===== src/rtl/cp2_dma_if.sv =====
// cp2_dma_if
// Bus bundle between the cp2_dma block feeder and the blocks it talks to.
// It carries two independent ports:
//   memory port : mem_req/mem_we/mem_addr/mem_wdata out of the feeder,
//                 mem_ack/mem_rdata back into it (read data valid with ack)
//   cptwo port  : cp_addr/cp_din/cp_we out of the feeder,
//                 cp_dout (combinational on cp_addr) and cp_int back into it
// Modports:
//   master : the cp2_dma side (drives requests and register accesses)
//   slave  : the memory / cptwo side (answers them)
interface cp2_dma_if #(
    parameter int ADDR_W = 32
);
    logic              mem_req;
    logic              mem_we;
    logic [ADDR_W-1:0] mem_addr;
    logic [31:0]       mem_wdata;
    logic              mem_ack;
    logic [31:0]       mem_rdata;

    logic [3:0]        cp_addr;
    logic [31:0]       cp_din;
    logic              cp_we;
    logic [31:0]       cp_dout;
    logic              cp_int;

    modport master (
        output mem_req, mem_we, mem_addr, mem_wdata,
        input  mem_ack, mem_rdata,
        output cp_addr, cp_din, cp_we,
        input  cp_dout, cp_int
    );

    modport slave (
        input  mem_req, mem_we, mem_addr, mem_wdata,
        output mem_ack, mem_rdata,
        input  cp_addr, cp_din, cp_we,
        output cp_dout, cp_int
    );
endinterface


===== src/rtl/cp2_dma.sv =====
// cp2_dma
// Block-streaming feeder for the cptwo AES coprocessor. For each 128-bit
// block it reads four words from memory, pushes them into cptwo's data-in
// register (13), writes the run command to the status register (0), waits
// for cp_int, pops the four result words from register 14 and writes them
// back to memory. Key and nonce are loaded by the CPU beforehand; this block
// never touches cptwo registers 1-12.
//
// Ports:
//   clk, rst          clock (rising edge) and asynchronous active-high reset
//   start             one-cycle pulse, only honoured while idle
//   src_addr          byte address of the first plaintext word (word aligned)
//   dst_addr          byte address of the first result word (word aligned)
//   nblocks           number of 128-bit blocks to process
//   busy              high from the cycle after an accepted start until done
//   done              one-cycle completion pulse
//   err               one-cycle pulse together with done on a timeout abort
//   bus (master)      memory request port and cptwo register port
//
// Optional feature macro: CP2_DMA_TIMEOUT_EN
//   When defined, WAIT_INT is bounded by TIMEOUT cycles; on expiry the
//   transfer is aborted with done and err. When undefined the block waits
//   for cp_int indefinitely and err is tied low.
module cp2_dma #(
    parameter int ADDR_W  = 32,
    parameter int CNT_W   = 16,
    parameter int TIMEOUT = 4096
) (
    input  logic              clk,
    input  logic              rst,
    input  logic              start,
    input  logic [ADDR_W-1:0] src_addr,
    input  logic [ADDR_W-1:0] dst_addr,
    input  logic [CNT_W-1:0]  nblocks,
    output logic              busy,
    output logic              done,
    output logic              err,
    cp2_dma_if.master         bus
);

    localparam logic [3:0]        CP_STATUS   = 4'd0;
    localparam logic [3:0]        CP_DATA_IN  = 4'd13;
    localparam logic [3:0]        CP_DATA_OUT = 4'd14;
    localparam logic [31:0]       CP_RUN_CMD  = 32'h0000_0001;
    localparam logic [ADDR_W-1:0] BLOCK_BYTES = ADDR_W'(16);

    typedef enum logic [2:0] {
        IDLE,
        MEM_RD,
        CP_WR,
        RUN,
        WAIT_INT,
        CP_RD,
        MEM_WR,
        DONE
    } state_t;

    state_t            state;

    logic [ADDR_W-1:0] src_q;
    logic [ADDR_W-1:0] dst_q;
    logic [CNT_W-1:0]  remaining_q;
    logic [1:0]        idx_q;
    logic [31:0]       blk_buf [4];

    logic              mem_req_q;
    logic              mem_we_q;
    logic [ADDR_W-1:0] mem_addr_q;
    logic [31:0]       mem_wdata_q;
    logic [3:0]        cp_addr_q;
    logic [31:0]       cp_din_q;
    logic              cp_we_q;

`ifdef CP2_DMA_TIMEOUT_EN
    localparam int TMR_W = $clog2(TIMEOUT + 1);
    logic [TMR_W-1:0]  timer_q;
    logic              err_q;

    assign err = err_q;
`else
    assign err = 1'b0;
`endif

    assign bus.mem_req   = mem_req_q;
    assign bus.mem_we    = mem_we_q;
    assign bus.mem_addr  = mem_addr_q;
    assign bus.mem_wdata = mem_wdata_q;
    assign bus.cp_addr   = cp_addr_q;
    assign bus.cp_din    = cp_din_q;
    assign bus.cp_we     = cp_we_q;

    // Byte offset of word i inside a block, zero-extended to the address width.
    function automatic logic [ADDR_W-1:0] word_off(input logic [1:0] i);
        logic [ADDR_W-1:0] off;
        off      = '0;
        off[3:0] = {i, 2'b00};
        return off;
    endfunction

    // Transfer sequencer. All bus outputs are registered: each transition
    // sets up the outputs the destination state presents, so the memory and
    // cptwo ports see clean, glitch-free values for the whole state. The
    // cptwo port is parked at address 0 with no write outside CP_WR, RUN
    // and CP_RD.
    always_ff @(posedge clk or posedge rst) begin
        if (rst) begin
            state       <= IDLE;
            busy        <= 1'b0;
            done        <= 1'b0;
            src_q       <= '0;
            dst_q       <= '0;
            remaining_q <= '0;
            idx_q       <= 2'd0;
            for (int k = 0; k < 4; k++) begin
                blk_buf[k] <= '0;
            end
            mem_req_q   <= 1'b0;
            mem_we_q    <= 1'b0;
            mem_addr_q  <= '0;
            mem_wdata_q <= '0;
            cp_addr_q   <= 4'd0;
            cp_din_q    <= '0;
            cp_we_q     <= 1'b0;
`ifdef CP2_DMA_TIMEOUT_EN
            timer_q     <= '0;
            err_q       <= 1'b0;
`endif
        end else begin
            case (state)
                IDLE: begin
                    if (start) begin
                        if (nblocks != '0) begin
                            src_q       <= src_addr;
                            dst_q       <= dst_addr;
                            remaining_q <= nblocks;
                            idx_q       <= 2'd0;
                            busy        <= 1'b1;
                            mem_req_q   <= 1'b1;
                            mem_we_q    <= 1'b0;
                            mem_addr_q  <= src_addr;
                            state       <= MEM_RD;
                        end else begin
                            // Empty transfer: straight to the done pulse.
                            done  <= 1'b1;
                            state <= DONE;
                        end
                    end
                end

                MEM_RD: begin
                    // The read word goes straight into the cptwo write data.
                    if (bus.mem_ack) begin
                        mem_req_q <= 1'b0;
                        cp_addr_q <= CP_DATA_IN;
                        cp_din_q  <= bus.mem_rdata;
                        cp_we_q   <= 1'b1;
                        state     <= CP_WR;
                    end
                end

                CP_WR: begin
                    idx_q <= idx_q + 2'd1;
                    if (idx_q == 2'd3) begin
                        cp_addr_q <= CP_STATUS;
                        cp_din_q  <= CP_RUN_CMD;
                        state     <= RUN;
                    end else begin
                        cp_addr_q  <= CP_STATUS;
                        cp_we_q    <= 1'b0;
                        mem_req_q  <= 1'b1;
                        mem_addr_q <= src_q + word_off(idx_q + 2'd1);
                        state      <= MEM_RD;
                    end
                end

                RUN: begin
                    cp_we_q  <= 1'b0;
                    cp_din_q <= '0;
`ifdef CP2_DMA_TIMEOUT_EN
                    timer_q  <= TMR_W'(TIMEOUT);
`endif
                    state    <= WAIT_INT;
                end

                WAIT_INT: begin
                    // cp_int is checked first so that an interrupt arriving
                    // in the expiry cycle still completes normally.
                    if (bus.cp_int) begin
                        cp_addr_q <= CP_DATA_OUT;
                        idx_q     <= 2'd0;
                        state     <= CP_RD;
                    end
`ifdef CP2_DMA_TIMEOUT_EN
                    else if (timer_q == TMR_W'(1)) begin
                        busy  <= 1'b0;
                        done  <= 1'b1;
                        err_q <= 1'b1;
                        state <= DONE;
                    end else begin
                        timer_q <= timer_q - TMR_W'(1);
                    end
`endif
                end

                CP_RD: begin
                    // cptwo pops one word per edge while address 14 is held,
                    // so this state lasts exactly four cycles.
                    blk_buf[idx_q] <= bus.cp_dout;
                    idx_q          <= idx_q + 2'd1;
                    if (idx_q == 2'd3) begin
                        cp_addr_q   <= CP_STATUS;
                        mem_req_q   <= 1'b1;
                        mem_we_q    <= 1'b1;
                        mem_addr_q  <= dst_q;
                        mem_wdata_q <= blk_buf[0];
                        state       <= MEM_WR;
                    end
                end

                MEM_WR: begin
                    if (bus.mem_ack) begin
                        idx_q <= idx_q + 2'd1;
                        if (idx_q == 2'd3) begin
                            src_q       <= src_q + BLOCK_BYTES;
                            dst_q       <= dst_q + BLOCK_BYTES;
                            remaining_q <= remaining_q - CNT_W'(1);
                            mem_we_q    <= 1'b0;
                            if (remaining_q == CNT_W'(1)) begin
                                mem_req_q <= 1'b0;
                                busy      <= 1'b0;
                                done      <= 1'b1;
                                state     <= DONE;
                            end else begin
                                mem_req_q  <= 1'b1;
                                mem_addr_q <= src_q + BLOCK_BYTES;
                                state      <= MEM_RD;
                            end
                        end else begin
                            mem_addr_q  <= dst_q + word_off(idx_q + 2'd1);
                            mem_wdata_q <= blk_buf[idx_q + 2'd1];
                        end
                    end
                end

                DONE: begin
                    done  <= 1'b0;
`ifdef CP2_DMA_TIMEOUT_EN
                    err_q <= 1'b0;
`endif
                    state <= IDLE;
                end

                default: begin
                    state <= IDLE;
                end
            endcase
        end
    end

endmodule


===== src/flat_wrapper.sv =====
// flat-port wrapper written by rule: the top's interface ports become plain ports
module cp2_dma_flat 
#(
    parameter int ADDR_W  = 32,
    parameter int CNT_W   = 16,
    parameter int TIMEOUT = 4096
)
  (clk, rst, start, src_addr, dst_addr, nblocks, busy, done, err, bus_mem_req, bus_mem_we, bus_mem_addr, bus_mem_wdata, bus_mem_ack, bus_mem_rdata, bus_cp_addr, bus_cp_din, bus_cp_we, bus_cp_dout, bus_cp_int);
  cp2_dma_if #(.ADDR_W(ADDR_W)) bus_i ();
  input  logic clk;
  input  logic rst;
  input  logic start;
  input  logic [ADDR_W-1:0] src_addr;
  input  logic [ADDR_W-1:0] dst_addr;
  input  logic [CNT_W-1:0] nblocks;
  output logic busy;
  output logic done;
  output logic err;
  output wire logic [$bits(bus_i.mem_req)-1:0] bus_mem_req;
  output wire logic [$bits(bus_i.mem_we)-1:0] bus_mem_we;
  output wire logic [$bits(bus_i.mem_addr)-1:0] bus_mem_addr;
  output wire logic [$bits(bus_i.mem_wdata)-1:0] bus_mem_wdata;
  input wire logic [$bits(bus_i.mem_ack)-1:0] bus_mem_ack;
  input wire logic [$bits(bus_i.mem_rdata)-1:0] bus_mem_rdata;
  output wire logic [$bits(bus_i.cp_addr)-1:0] bus_cp_addr;
  output wire logic [$bits(bus_i.cp_din)-1:0] bus_cp_din;
  output wire logic [$bits(bus_i.cp_we)-1:0] bus_cp_we;
  input wire logic [$bits(bus_i.cp_dout)-1:0] bus_cp_dout;
  input wire logic [$bits(bus_i.cp_int)-1:0] bus_cp_int;
  assign bus_mem_req = bus_i.mem_req;
  assign bus_mem_we = bus_i.mem_we;
  assign bus_mem_addr = bus_i.mem_addr;
  assign bus_mem_wdata = bus_i.mem_wdata;
  assign bus_i.mem_ack = bus_mem_ack;
  assign bus_i.mem_rdata = bus_mem_rdata;
  assign bus_cp_addr = bus_i.cp_addr;
  assign bus_cp_din = bus_i.cp_din;
  assign bus_cp_we = bus_i.cp_we;
  assign bus_i.cp_dout = bus_cp_dout;
  assign bus_i.cp_int = bus_cp_int;
  cp2_dma #(.ADDR_W(ADDR_W), .CNT_W(CNT_W), .TIMEOUT(TIMEOUT)) u_core (.clk(clk), .rst(rst), .start(start), .src_addr(src_addr), .dst_addr(dst_addr), .nblocks(nblocks), .busy(busy), .done(done), .err(err), .bus(bus_i));
endmodule

===== config.mk =====
export PLATFORM = sky130hd
export DESIGN_NAME = cp2_dma_flat
export DESIGN_NICKNAME = d
export VERILOG_FILES = /design/src/rtl/cp2_dma_if.sv /design/src/rtl/cp2_dma.sv /design/src/flat_wrapper.sv
export SDC_FILE = /design/constraint.sdc
export NUM_CORES = 1
export LEC_CHECK = 0
export CAP_MARGIN = 20
export CORE_ASPECT_RATIO = 1.2
export CORE_MARGIN = 2
export CORE_UTILIZATION = 25
export DETAILED_ROUTE_END_ITERATION = 6
export GPL_ROUTABILITY_DRIVEN = 0
export PLACE_DENSITY = 0.47
export SETUP_SLACK_MARGIN = 0.02
export SLEW_MARGIN = 15
export SYNTH_ARGS = -nofsm -noshare
export SYNTH_HDL_FRONTEND = slang
export SYNTH_SLANG_ARGS = --single-unit

===== constraint.sdc =====
create_clock -name clk -period 19.3 [get_ports clk]
set_input_delay 4.825 -clock clk [delete_from_list [all_inputs] [get_ports clk]]
set_output_delay 4.825 -clock clk [all_outputs]
set_load 0.005 [all_outputs]

==> flow_metrics.tcl <==
set metrics [dict create \
    portBuffers 253 \
    cp_data_required_time_ns 19.74 \
    clk-insertion-delay-late_ns 0.56 \
    die_w_um 239 \
    die-area_um2 68600 \
    finalPower_mw 3.71 \
    yosys_register_bits 317 \
    post-route-drc-count 6 \
    timing.final.crit_period_ns 7.53 \
    async_reset_ff_share_pct 100 \
    crit_slowest_cell "buf_4" \
    tightestPinTransition_ns 1.05 \
    skew_ns 0.0173 \
    hold_path.class "reg2reg" \
    row_count 103 \
    grt_util_all_layers_pct 17.6 \
    slew_viol_final 0 \
    wl_per_cell_um 21.6 \
    max-cap-violations 0 \
    global_route.overflow_total 0 \
    cts.sink_count 317 \
    end_kind "register" \
    via_count 14500 \
    crit_type "in2reg" \
    cts_max_level 2 \
    dp_slack_ns 11.19 \
    viasPerCell 5.15 \
    grt_start_max_net_pins 121 \
    tritoncts.num_buffers 39 \
    core_box_area_um2 65900 \
    ctsLongestPathBuffers 3 \
    outcome "complete, but fails checks" \
    timing.final.setup_violations 0 \
    pwr_density_cell_nw_per_um2 175 \
    setup_slack_ns 11.77 \
    setup_repair_after_global_routing_missed_its_margin "false" \
    min_path_cells 2 \
    dr.pass1.iters 7 \
    hold_viol_final 0 \
    die_h_um 287 \
    ioPinCount 255 \
    clk_transition_reported_paths_ns 0.06 \
    final_layout_size_suffix_gt1_share_pct 13.3 \
    timing.critical_path.from_type "input port" \
    synth-edff-count 0 \
    timing.critical_path.fanout_max 39 \
    cts.repair_timing.setup_buffer_count 0 \
    largest_stage_delay_on_the_critical_path_ns 0.53 \
    synth_seq_area_share_pct 47.7 \
    crit_path_frequent_cell "buf_4" \
    global_route_wire_length_before_repair_um 92900 \
    dominantRegCellSynth "dfrtp_1" \
    timing.max_slew.rel_slack_pct 29.9 \
    tritoncts_clock_tree "yes" \
    finalNonFillerCells 2815 \
    ys_warn_count 0 \
    final_antenna_net_count 0 \
    dp_hpwl_um 40100 \
    power.ir.vdd_worst_mv 0.0739 \
    fin_nets 2055 \
    clock-root-buffer "clkbuf_16" \
    layout_worst_path_cycle_share_pct 39.0 \
    numPlacedInstances 2742 \
    failed_checks "DRC" \
    worstPathArrival_ns 7.97 \
    total_leakage_power_nw 8.24 \
    library_cells_used_by_synthesis 76 \
    initialDrtViolationCount 1016 \
    grt_pass1_vias 14900 \
    fin_tns_setup_ns 0 \
    initial_core_util_pct 25.3 \
    hold_slack_ns 0.475 \
    area_delta_synth_final_pct 27.7 \
    path_cells "clkdlybuf4s50_1 > nor4_1 > and4_1 > a211oi_2 > buf_4 > nand2_2 > buf_4 > a21oi_1 > o22a_1" \
    rr_worst_depth 12 \
    synth_area_per_cell_um2 9.67 \
    antenna_found_initial 4 \
    fmaxAchievable_mhz 133 \
    ctsHoldBuffers 0 \
    synthesis.area_um2 16600 \
    ctsResizeCount 0 \
    synthesis.nets 1884 \
    syn-instance-count 1721 \
    drt-total-wl_um 60900 \
]
[power by group]
| part | switching (mW) | internal (mW) | leakage [nW] |
|---|---|---|---|
| clock network | 0.313 | 0.438 | 0.612 |
| logic | 0.887 | 0.770 | 3.94 |
| registers | 0.299 | 1.00 | 3.68 |
[Yosys cell counts (all sizes together), types with 40 or more instances]
library cell,instances,area [um2]
nor2,178,668
mux2,131,1480
nor3,63,325
dfrtp,317,7930
o21ai,82,410
buf,45,219
nand2,115,432
clkbuf,108,408
a21oi,160,805
a22o,40,350
o22ai,53,332
nand3,46,243
[flip-flops by register name, summed over array words and instances (netlist names)]
register              count
u_core.blk_buf          128
u_core.bus.cp_din        32
u_core.bus.mem_addr      32
u_core.bus.mem_wdata     32
u_core.dst_q             32
u_core.src_q             32
u_core.remaining_q       16
u_core.bus.cp_addr        3
u_core.state              3
u_core.idx_q              2
u_core.bus.cp_we          1
u_core.bus.mem_req        1
u_core.bus.mem_we         1
u_core.busy               1
u_core.done               1
[per-stage QoR]
stage	utilization [%]	cell area, um2
finish	32.3	21200
global route	32.3	21200
detailed placement	30.3	20000
floorplan	-	16600
global placement	30.3	20000
CTS	32.2	21200
[layer usage]
metal	global-route usage (%)	up-vias	wire (um)
li1	-	6691	-
met1	21.8	7131	24700
met2	29.8	538	29900
met3	3.66	126	3950
met4	6.94	4	2310
met5	0	-	27
[worst max-delay path, delay by kind of cell]
family | cells | cell delay, ns
and+or+nand+nor | 3 | 1.49
AOI/OAI and AO/OA | 3 | 0.44
buffers and inverters | 3 | 1.18
[final cells by class]
cell class | instances | area, um2
antenna | 2 | 5.00
clock buffer | 55 | 1100
clock inverter | 15 | 171
fill | 6759 | 44600
inverter | 21 | 86.3
multi-input combinational | 1230 | 8070
sequential | 317 | 7930
tap | 892 | 1120
timing repair buffer | 283 | 2760
[final timing paths]
path,from,endpoint,slack [ns]
min,u_core.src_q[0],u_core.src_q[0],0.47
max in group asynchronous,rst,u_core.bus.cp_din[21],13.04
min in group asynchronous,rst,u_core.bus.mem_wdata[27],4.86
max,nblocks[1],u_core.dst_q[26],11.77
min reg2reg,u_core.src_q[0],u_core.src_q[0],0.47
max reg2reg,u_core.idx_q[0],u_core.bus.mem_addr[30],15.10
[cells by family (layout without fill, tap and decap cells)]
logic type,count (synthesis),in the layout,synth area share [%]
AOI/OAI and AO/OA,513,513,20.1
xor gates and xnor gates,56,56,2.95
adders and majority gates,14,14,1.14
buffers and inverters,174,374,4.24
DFF,317,317,47.7
muxes,137,137,9.23
other,1,3,0.0225
and+or+nand+nor,509,509,14.6
[cell usage in the layout, fill, tap and decap left out, types with 7 or more instances in the layout]
cell	instances
buf_4	29
o2bb2ai_1	9
nand2_1	108
mux2_2	131
clkdlybuf4s50_1	253
a221oi_1	8
a22o_1	40
and3_1	17
a21oi_1	159
o211ai_1	12
inv_1	17
clkbuf_16	39
a22oi_1	15
ha_1	11
and4_1	12
nand3_1	45
o22a_1	13
nor3_1	60
a31oi_1	35
o21ai_0	79
clkbuf_1	10
dfrtp_1	317
a222oi_1	13
nor2_1	176
xnor2_1	29
o22ai_1	53
or3_1	7
nand4_1	21
a2bb2oi_1	19
nor4_1	20
xor2_1	27
(Power assumes the default switching activity.)
